$ cat config.mk
export PLATFORM = sky130hd
export DESIGN_NAME = vga_fb_arbiter_flat
export DESIGN_NICKNAME = d
export VERILOG_FILES = /design/src/rtl/vga_fb_arbiter_if.sv /design/src/rtl/vga_fb_arbiter.sv /design/src/flat_wrapper.sv
export SDC_FILE = /design/constraint.sdc
export NUM_CORES = 1
export LEC_CHECK = 0
export BUFFER_PORTS_ARGS = -buffer_cell sky130_fd_sc_hd__buf_2
export CAP_MARGIN = 10
export CORE_UTILIZATION = 45
export DETAILED_ROUTE_END_ITERATION = 12
export GPL_ROUTABILITY_DRIVEN = 0
export PLACE_DENSITY = 0.78
export SLEW_MARGIN = 20
export SYNTH_ARGS = -nofsm -noshare
export SYNTH_HDL_FRONTEND = slang
export SYNTH_SLANG_ARGS = --single-unit
$ cat constraint.sdc
create_clock -name clk_100m -period 3.36 [get_ports clk_100m]
set_clock_uncertainty 0.15 [all_clocks]
set_input_delay 0 -clock clk_100m [delete_from_list [all_inputs] [get_ports clk_100m]]
set_output_delay 0 -clock clk_100m [all_outputs]
set_load 0.03 [all_outputs]
$ cat src/rtl/vga_fb_arbiter_if.sv
// vga_fb_arbiter_if: requester and BRAM-side signals of the framebuffer arbiter
interface vga_fb_arbiter_if #(parameter int ADDR_W = 16, parameter int DATA_W = 8) ();
  logic              disp_req;
  logic [ADDR_W-1:0] disp_addr;
  logic              disp_rvalid;
  logic [DATA_W-1:0] disp_rdata;
  logic              wr_valid;
  logic              wr_ready;
  logic [ADDR_W-1:0] wr_addr;
  logic [DATA_W-1:0] wr_data;
  logic              rd_valid;
  logic              rd_ready;
  logic [ADDR_W-1:0] rd_addr;
  logic              rd_rvalid;
  logic [DATA_W-1:0] rd_rdata;
  logic              blank;
  logic              mem_en;
  logic              mem_we;
  logic [ADDR_W-1:0] mem_addr;
  logic [DATA_W-1:0] mem_wdata;
  logic [DATA_W-1:0] mem_rdata;
  modport slave (
    input  disp_req, disp_addr, wr_valid, wr_addr, wr_data, rd_valid, rd_addr, blank, mem_rdata,
    output disp_rvalid, disp_rdata, wr_ready, rd_ready, rd_rvalid, rd_rdata,
           mem_en, mem_we, mem_addr, mem_wdata
  );
  modport master (
    output disp_req, disp_addr, wr_valid, wr_addr, wr_data, rd_valid, rd_addr, blank, mem_rdata,
    input  disp_rvalid, disp_rdata, wr_ready, rd_ready, rd_rvalid, rd_rdata,
           mem_en, mem_we, mem_addr, mem_wdata
  );
endinterface

$ cat src/rtl/vga_fb_arbiter.sv
// vga_fb_arbiter: display-first, writer/reader round-robin arbiter for one single-port framebuffer BRAM
// Define VGA_FB_ARB_BLANK_WRITE_EN to allow draw writes only while blank is high.
module vga_fb_arbiter #(
  parameter int ADDR_W  = 16,
  parameter int DATA_W  = 8,
  parameter int MEM_LAT = 1
) (
  input logic          clk_100m,
  input logic          rst,
  vga_fb_arbiter_if.slave bus
);
  typedef enum logic {PTR_WR, PTR_RD} ptr_t;
  ptr_t             ptr;
  logic             wr_ok;
  logic             wr_cand;
  logic             contested;
  logic             wr_go;
  logic             rd_go;
  logic             any_go;
  logic [MEM_LAT:0] tag_v;
  logic [MEM_LAT:0] tag_rd;
`ifdef VGA_FB_ARB_BLANK_WRITE_EN
  assign wr_ok = bus.blank;
`else
  logic unused_blank;
  assign unused_blank = bus.blank;
  assign wr_ok = 1'b1;
`endif
  // a stalled writer does not count as contending, so the pointer stays put
  assign wr_cand   = bus.wr_valid && wr_ok;
  assign contested = wr_cand && bus.rd_valid;
  assign wr_go     = !bus.disp_req && wr_cand && (!bus.rd_valid || ptr == PTR_WR);
  assign rd_go     = !bus.disp_req && bus.rd_valid && (!wr_cand || ptr == PTR_RD);
  assign any_go    = bus.disp_req || wr_go || rd_go;
  assign bus.wr_ready = wr_go;
  assign bus.rd_ready = rd_go;
  always_ff @(posedge clk_100m or posedge rst) begin
    if (rst) begin
      ptr             <= PTR_WR;
      tag_v           <= '0;
      tag_rd          <= '0;
      bus.mem_en      <= 1'b0;
      bus.mem_we      <= 1'b0;
      bus.mem_addr    <= '0;
      bus.mem_wdata   <= '0;
      bus.disp_rvalid <= 1'b0;
      bus.disp_rdata  <= '0;
      bus.rd_rvalid   <= 1'b0;
      bus.rd_rdata    <= '0;
    end else begin
      if (!bus.disp_req && contested) ptr <= (ptr == PTR_WR) ? PTR_RD : PTR_WR;
      bus.mem_en <= any_go;
      bus.mem_we <= wr_go;
      if (any_go) bus.mem_addr <= bus.disp_req ? bus.disp_addr : wr_go ? bus.wr_addr : bus.rd_addr;
      if (wr_go) bus.mem_wdata <= bus.wr_data;
      // tag stage MEM_LAT lines up with the cycle mem_rdata is valid
      tag_v           <= {tag_v[MEM_LAT-1:0], bus.disp_req || rd_go};
      tag_rd          <= {tag_rd[MEM_LAT-1:0], !bus.disp_req};
      bus.disp_rvalid <= tag_v[MEM_LAT] && !tag_rd[MEM_LAT];
      bus.rd_rvalid   <= tag_v[MEM_LAT] && tag_rd[MEM_LAT];
      if (tag_v[MEM_LAT] && !tag_rd[MEM_LAT]) bus.disp_rdata <= bus.mem_rdata;
      if (tag_v[MEM_LAT] && tag_rd[MEM_LAT]) bus.rd_rdata <= bus.mem_rdata;
    end
  end
endmodule

$ cat src/flat_wrapper.sv
// flat-port wrapper written by rule: the top's interface ports become plain ports
module vga_fb_arbiter_flat 
#(
  parameter int ADDR_W  = 16,
  parameter int DATA_W  = 8,
  parameter int MEM_LAT = 1
)
  (clk_100m, rst, bus_disp_req, bus_disp_addr, bus_wr_valid, bus_wr_addr, bus_wr_data, bus_rd_valid, bus_rd_addr, bus_blank, bus_mem_rdata, bus_disp_rvalid, bus_disp_rdata, bus_wr_ready, bus_rd_ready, bus_rd_rvalid, bus_rd_rdata, bus_mem_en, bus_mem_we, bus_mem_addr, bus_mem_wdata);
  vga_fb_arbiter_if #(.ADDR_W(ADDR_W), .DATA_W(DATA_W)) bus_i ();
  input logic clk_100m;
  input logic rst;
  input wire logic [$bits(bus_i.disp_req)-1:0] bus_disp_req;
  input wire logic [$bits(bus_i.disp_addr)-1:0] bus_disp_addr;
  input wire logic [$bits(bus_i.wr_valid)-1:0] bus_wr_valid;
  input wire logic [$bits(bus_i.wr_addr)-1:0] bus_wr_addr;
  input wire logic [$bits(bus_i.wr_data)-1:0] bus_wr_data;
  input wire logic [$bits(bus_i.rd_valid)-1:0] bus_rd_valid;
  input wire logic [$bits(bus_i.rd_addr)-1:0] bus_rd_addr;
  input wire logic [$bits(bus_i.blank)-1:0] bus_blank;
  input wire logic [$bits(bus_i.mem_rdata)-1:0] bus_mem_rdata;
  output wire logic [$bits(bus_i.disp_rvalid)-1:0] bus_disp_rvalid;
  output wire logic [$bits(bus_i.disp_rdata)-1:0] bus_disp_rdata;
  output wire logic [$bits(bus_i.wr_ready)-1:0] bus_wr_ready;
  output wire logic [$bits(bus_i.rd_ready)-1:0] bus_rd_ready;
  output wire logic [$bits(bus_i.rd_rvalid)-1:0] bus_rd_rvalid;
  output wire logic [$bits(bus_i.rd_rdata)-1:0] bus_rd_rdata;
  output wire logic [$bits(bus_i.mem_en)-1:0] bus_mem_en;
  output wire logic [$bits(bus_i.mem_we)-1:0] bus_mem_we;
  output wire logic [$bits(bus_i.mem_addr)-1:0] bus_mem_addr;
  output wire logic [$bits(bus_i.mem_wdata)-1:0] bus_mem_wdata;
  assign bus_i.disp_req = bus_disp_req;
  assign bus_i.disp_addr = bus_disp_addr;
  assign bus_i.wr_valid = bus_wr_valid;
  assign bus_i.wr_addr = bus_wr_addr;
  assign bus_i.wr_data = bus_wr_data;
  assign bus_i.rd_valid = bus_rd_valid;
  assign bus_i.rd_addr = bus_rd_addr;
  assign bus_i.blank = bus_blank;
  assign bus_i.mem_rdata = bus_mem_rdata;
  assign bus_disp_rvalid = bus_i.disp_rvalid;
  assign bus_disp_rdata = bus_i.disp_rdata;
  assign bus_wr_ready = bus_i.wr_ready;
  assign bus_rd_ready = bus_i.rd_ready;
  assign bus_rd_rvalid = bus_i.rd_rvalid;
  assign bus_rd_rdata = bus_i.rd_rdata;
  assign bus_mem_en = bus_i.mem_en;
  assign bus_mem_we = bus_i.mem_we;
  assign bus_mem_addr = bus_i.mem_addr;
  assign bus_mem_wdata = bus_i.mem_wdata;
  vga_fb_arbiter #(.ADDR_W(ADDR_W), .DATA_W(DATA_W), .MEM_LAT(MEM_LAT)) u_core (.clk_100m(clk_100m), .rst(rst), .bus(bus_i));
endmodule
* Word level (Yosys, flattened, before mapping) *
Index checks and enable logic that the tools add are counted.

word-level totals
  input bits = 70
  word-level logic and storage cells = 32
  bits in registers = 49

cells by class
  reduce and logical (&&, ||, !) cells = 17
  bitwise operators = 1
  multiplexer cells = 3

operators with widths
  cell                 number
  $mux W16             2
  $logic_and A1 B1 Y1  8
  $logic_or A1 B1 Y1   5
  $logic_not A1 Y1     4
  $mux W1              1
  $not A1 Y1           1

* Depth between registers and ports, before layout *
  depth after elaboration = 5
  gate-level depth with buffers = 6

* Worst setup path after synthesis *
No wires, ideal clock.

  kind = reg-to-reg
  start point = register u_core.ptr
  end point = register u_core.bus.mem_wdata[0] (netlist name)
  data arrival time = 1.423 ns
  period minus slack after synthesis = 1.698 ns
  cell stages (with the launch flop) = 5
  required time = 3.085 ns
  setup time = 0.125 ns
  slack = 1.662 ns
  path through = dfrtp_1 a21bo_2 buf_4 nor2_4 mux2_2

between the ends
  cells in the longest elaborated chain, start to end = 3

ends and longest elaborated chain
  item                      line                     RTL
  start: declaration        vga_fb_arbiter.sv:13     ptr_t ptr;
  start signal: assignment  vga_fb_arbiter.sv:51     if (!bus.disp_req && contested) ptr <= (ptr == PTR_WR) ? PTR_RD : PTR_WR;
  $not A1 Y1                vga_fb_arbiter.sv:32     assign wr_go = !bus.disp_req && wr_cand && (!bus.rd_valid || ptr == PTR_WR);
  $logic_or A1 B1 Y1        vga_fb_arbiter.sv:32
  $logic_and A1 B1 Y1       vga_fb_arbiter.sv:32
  via bus_wr_ready          flat_wrapper.sv:23       output wire logic [$bits(bus_i.wr_ready)-1:0] bus_wr_ready;
  end signal: assignment    vga_fb_arbiter.sv:55     if (wr_go) bus.mem_wdata <= bus.wr_data;
  end: declaration          vga_fb_arbiter_if.sv:25  mem_en, mem_we, mem_addr, mem_wdata

The timed path passes the listed nets, and every way through them passes these cells.
A chain may end at the register's enable or synchronous reset.

* Worst setup path after layout *
  start point = input bus_rd_valid
  end point = register u_core.bus.mem_addr[9] (netlist name)

between the ends
  cells in the longest elaborated chain, start to end = 5

ends and longest elaborated chain
  item                                                                 line                                        RTL
  start: declaration                                                   flat_wrapper.sv:17                          input wire logic [$bits(bus_i.rd_valid)-1:0] bus_rd_valid;
  $logic_not A1 Y1                                                     vga_fb_arbiter.sv:32
  $logic_or A1 B1 Y1                                                   vga_fb_arbiter.sv:32
  $logic_and A1 B1 Y1                                                  vga_fb_arbiter.sv:32
  $mux W16 / $logic_or A1 B1 Y1 (equally long branches) (2 in series)  vga_fb_arbiter.sv:54, vga_fb_arbiter.sv:34
  end signal: assignment                                               vga_fb_arbiter.sv:54                        if (any_go) bus.mem_addr <= bus.disp_req ? bus.disp_addr : wr_go ? bus.wr_addr : bus.rd_addr;
  end: declaration                                                     vga_fb_arbiter_if.sv:25

Parallel ways exist; a longest one is shown, timed or not.

==> summary.md <==
| Metric | Value |
|---|---|
| Result of the run | finished clean |
| Number of failing hold endpoints at the final stage | 0 |
| Sequence of cells on the critical path | dlygate4sd3_1 > buf_2 > or2_1 > and2_4 > a221oi_1 > dlygate4sd3_1 |
| Number of failing setup endpoints in the final timing report | 0 |
| Global-route total usage across every layer | 22.52% |
| Count of final max-slew check failures | 0 |
| Worst slew margin relative to its limit | 46.35% |
| Endpoint required time on the critical path | 3390 ps |
| Clock buffer count from CTS | 5 |
| Tightest Hold Check Type | input port to register |
| Cts repair resizes | 0 |
| Clock tree from TritonCTS | yes |
| Number of nets produced by synthesis | 233 |
| Standby leakage power | 1.670 nW |
| Placed Cells | 318 |
| Total Wirelength | 5.378 mm |
| Number of levels the H-tree was split into | 2 |
| Final standard cell count with taps included and fillers excluded | 378 |
| Worst path arrival time | 2340 ps |
| Area taken by flip-flops and latches | 1226 µm² |
| Core box area | 4504 µm² |
| Most frequent cells in the layout | sky130_fd_sc_hd__buf_2, sky130_fd_sc_hd__dlygate4sd3_1, sky130_fd_sc_hd__dfrtp_1 |
| Number of diodes | 0 |
| Slew at the pin closest to its max-slew limit | 803.8 ps |
| Total via count after detailed routing | 1901 |
| Share of layout cells above drive strength 1 | 49.08% |
| Total negative slack for setup checks | 0 ps |
| Clock sinks | 49 |
| Initial antenna violation count | 0 |
| Clock latency at the later pin of the worst-skew pair | 290 ps |
| Slowest stage cell, crit path | sky130_fd_sc_hd__dlygate4sd3_1 |
| Period Utilization, post-route | 68.83% |
| Total Die Area | 5109 µm² |
| Starting Density | 48.22% |
| Synthesized area divided by synthesized cell count | 13.33 µm² |
| Footprint of the multi-input gates | 798.3 µm² |
| Horizontal die dimension | 71.48 µm |
| Post-route DRC violation count | 0 |
| Power density over the cells | 527.8 nW/µm² |
| Total of warnings raised by yosys | 0 |
| Deepest clock path buffer count | 2 |
| Final global-route overflow total | 0 |
| Crit path largest cell delay | 610 ps |
| HPWL after detailed placement | 3.367 mm |
| DRT Pass-1 Iters | 4 |
| Post-route ant nets | 0 |
| Reg2reg path depth | 4 |
| Unrepaired setup endpoints after global routing | no |
| Average detailed-routed wire length per instance | 14.23 µm |
| Detailed-route vias per instance | 5.029 |
| Post-layout min period | 2313 ps |
| Wire length of the first global-routing pass | 9.004 mm |
| Count of buffers inserted at the top-level ports | 114 |
| Number of nets in the final layout | 395 |
| Critical setup path kind | input port to register |
| Setup crit end kind | register |
| Number of distinct standard cells referenced by the synthesized netlist | 24 |
| Launching element type of the critical path | input port |
| Worst path most repeated cell | sky130_fd_sc_hd__dlygate4sd3_1 |
| Highest Clock Rate | 432.4 MHz |
| Post-synthesis register bit count | 49 |
| Post-cts hold buffer count | 52 |
| IO Count | 116 |
| Worst-path fanout max | 17 |
| Clock tree root driver cell | sky130_fd_sc_hd__clkbuf_8 |
| Part of the Yosys area used for sequential elements | 56.45% |
| Pin count of the biggest net entering global routing | 50 |
| Buffers inserted by post-CTS timing repair | 0 |
| Number of global-route vias before repair | 1951 |
| Combined area of all synthesized cells | 2172 µm² |
| Most frequent standard cell in the layout excluding fill and tap cells | sky130_fd_sc_hd__buf_2 |
| Post-CTS clock slew at the launch and capture registers of the worst setup and hold paths | 80 ps |
| Die height | 71.48 µm |
| Maximum capacitance violations | 0 |
| Number of cells traversed by the worst hold path | 2 |
| Violation count after the first detailed-route iteration | 90 |
| Signed area change from the synthesized netlist to the final layout | 55.13% |
| Fill cell instance count of the final layout | 323 |
| Worst IR drop on VDD | 0.0002526 V |
| Placement Rows | 24 |
| Number of instances in the synthesized netlist | 163 |
==> cells by family after synthesis <==
logic type | count (synthesis) | synth area share (%)
compound gates | 17 | 9.792
xor+xnor | 1 | 0.4033
buf+inv | 30 | 6.797
flops | 49 | 56.45
mux | 40 | 19.82
simple gates | 26 | 6.741
==> Yosys cell counts (all sizes together) <==
master,number,area (µm²)
or2,2,12.52
inv,19,71.32
clkbuf,5,18.77
and3,1,6.260
dfrtp,49,1226
xnor2,1,8.760
a21bo,1,10.01
nor2b,1,6.260
nor3,16,80.08
nor2,1,11.26
mux2i,16,160.2
nand3,1,5.000
nand2,1,3.750
a221oi,16,202.7
nand2b,1,6.260
or3,1,6.260
buf,6,57.54
and2,1,8.760
mux2,24,270.3
==> path summary, 6_finish.rpt <==
path | start | endpoint | slack (ps)
worst min-delay path | bus_disp_req | u_core.tag_rd[0] | 160
worst min register to register | u_core.tag_v[0] | u_core.tag_v[1] | 210
worst max-delay path | bus_rd_valid | u_core.bus.mem_addr[9] | 1050
min in group asynchronous | rst | u_core.tag_v[0] | 250
worst max register to register | u_core.ptr | u_core.bus.mem_addr[7] | 1130
max in group asynchronous | rst | u_core.bus.mem_addr[10] | 2330
==> state kept, by name (all words and copies together), names as in the netlist <==
register and flops:
u_core.bus.mem_addr 16, u_core.bus.disp_rdata 8, u_core.bus.mem_wdata 8, u_core.bus.rd_rdata 8
u_core.tag_rd 2, u_core.tag_v 2, u_core.bus.disp_rvalid 1, u_core.bus.mem_en 1
u_core.bus.mem_we 1, u_core.bus.rd_rvalid 1, u_core.ptr 1
==> through the flow <==
step | util (%) | total power, W | hold slack [ps] | area [µm²] | setup slack, ps
4_1_cts | 74.78 | 0.001788 | 138.0 | 3368 | 1080
3_5_place_dp | 60.64 | 0.001302 | 92.10 | 2731 | 1592
3_3_place_gp | 60.64 | 0.001286 | 81.36 | 2731 | 1627
6_report | 74.81 | 0.001778 | 163.6 | 3369 | 1047
5_1_grt | 74.81 | 0.001864 | 195.2 | 3369 | 920.8
2_1_floorplan | - | 0.001137 | -44.56 | 2172 | 1662
==> layer usage <==
metal / track usage [%] / routed length [µm] / vias up
li1: - / - / 901
met1: 25.84 / 2186 / 903
met2: 42.01 / 2799 / 89
met3: 5.063 / 329 / 8
met4: 6.536 / 62 / 0
met5: 0 / 0 / -
==> critical path, delay by kind of cell <==
| kind | cells | cell delay, ps |
|---|---|---|
| AO/OA/AOI/OAI | 1 | 120 |
| buffers and inverters | 3 | 1270 |
| AND/OR/NAND/NOR | 2 | 930 |
==> area by class of cell <==
| class | instances | area share [%] |
|---|---|---|
| flip-flops and latches | 49 | 36.39 |
| inverters | 19 | 2.154 |
| well taps | 52 | 1.931 |
| clock inverters | 1 | 0.8912 |
| repair buffers | 166 | 32.38 |
| clock buffers | 7 | 2.562 |
| multi-input cells | 84 | 23.69 |
==> power breakdown <==
group / switching (W) / internal (W) / total (W)
clock network: 0.000180 / 0.000243 / 0.000423
registers: 0.0000493 / 0.000690 / 0.000739
logic: 0.000360 / 0.000257 / 0.000617
Note: power is estimated with default switching activity, not from simulation.
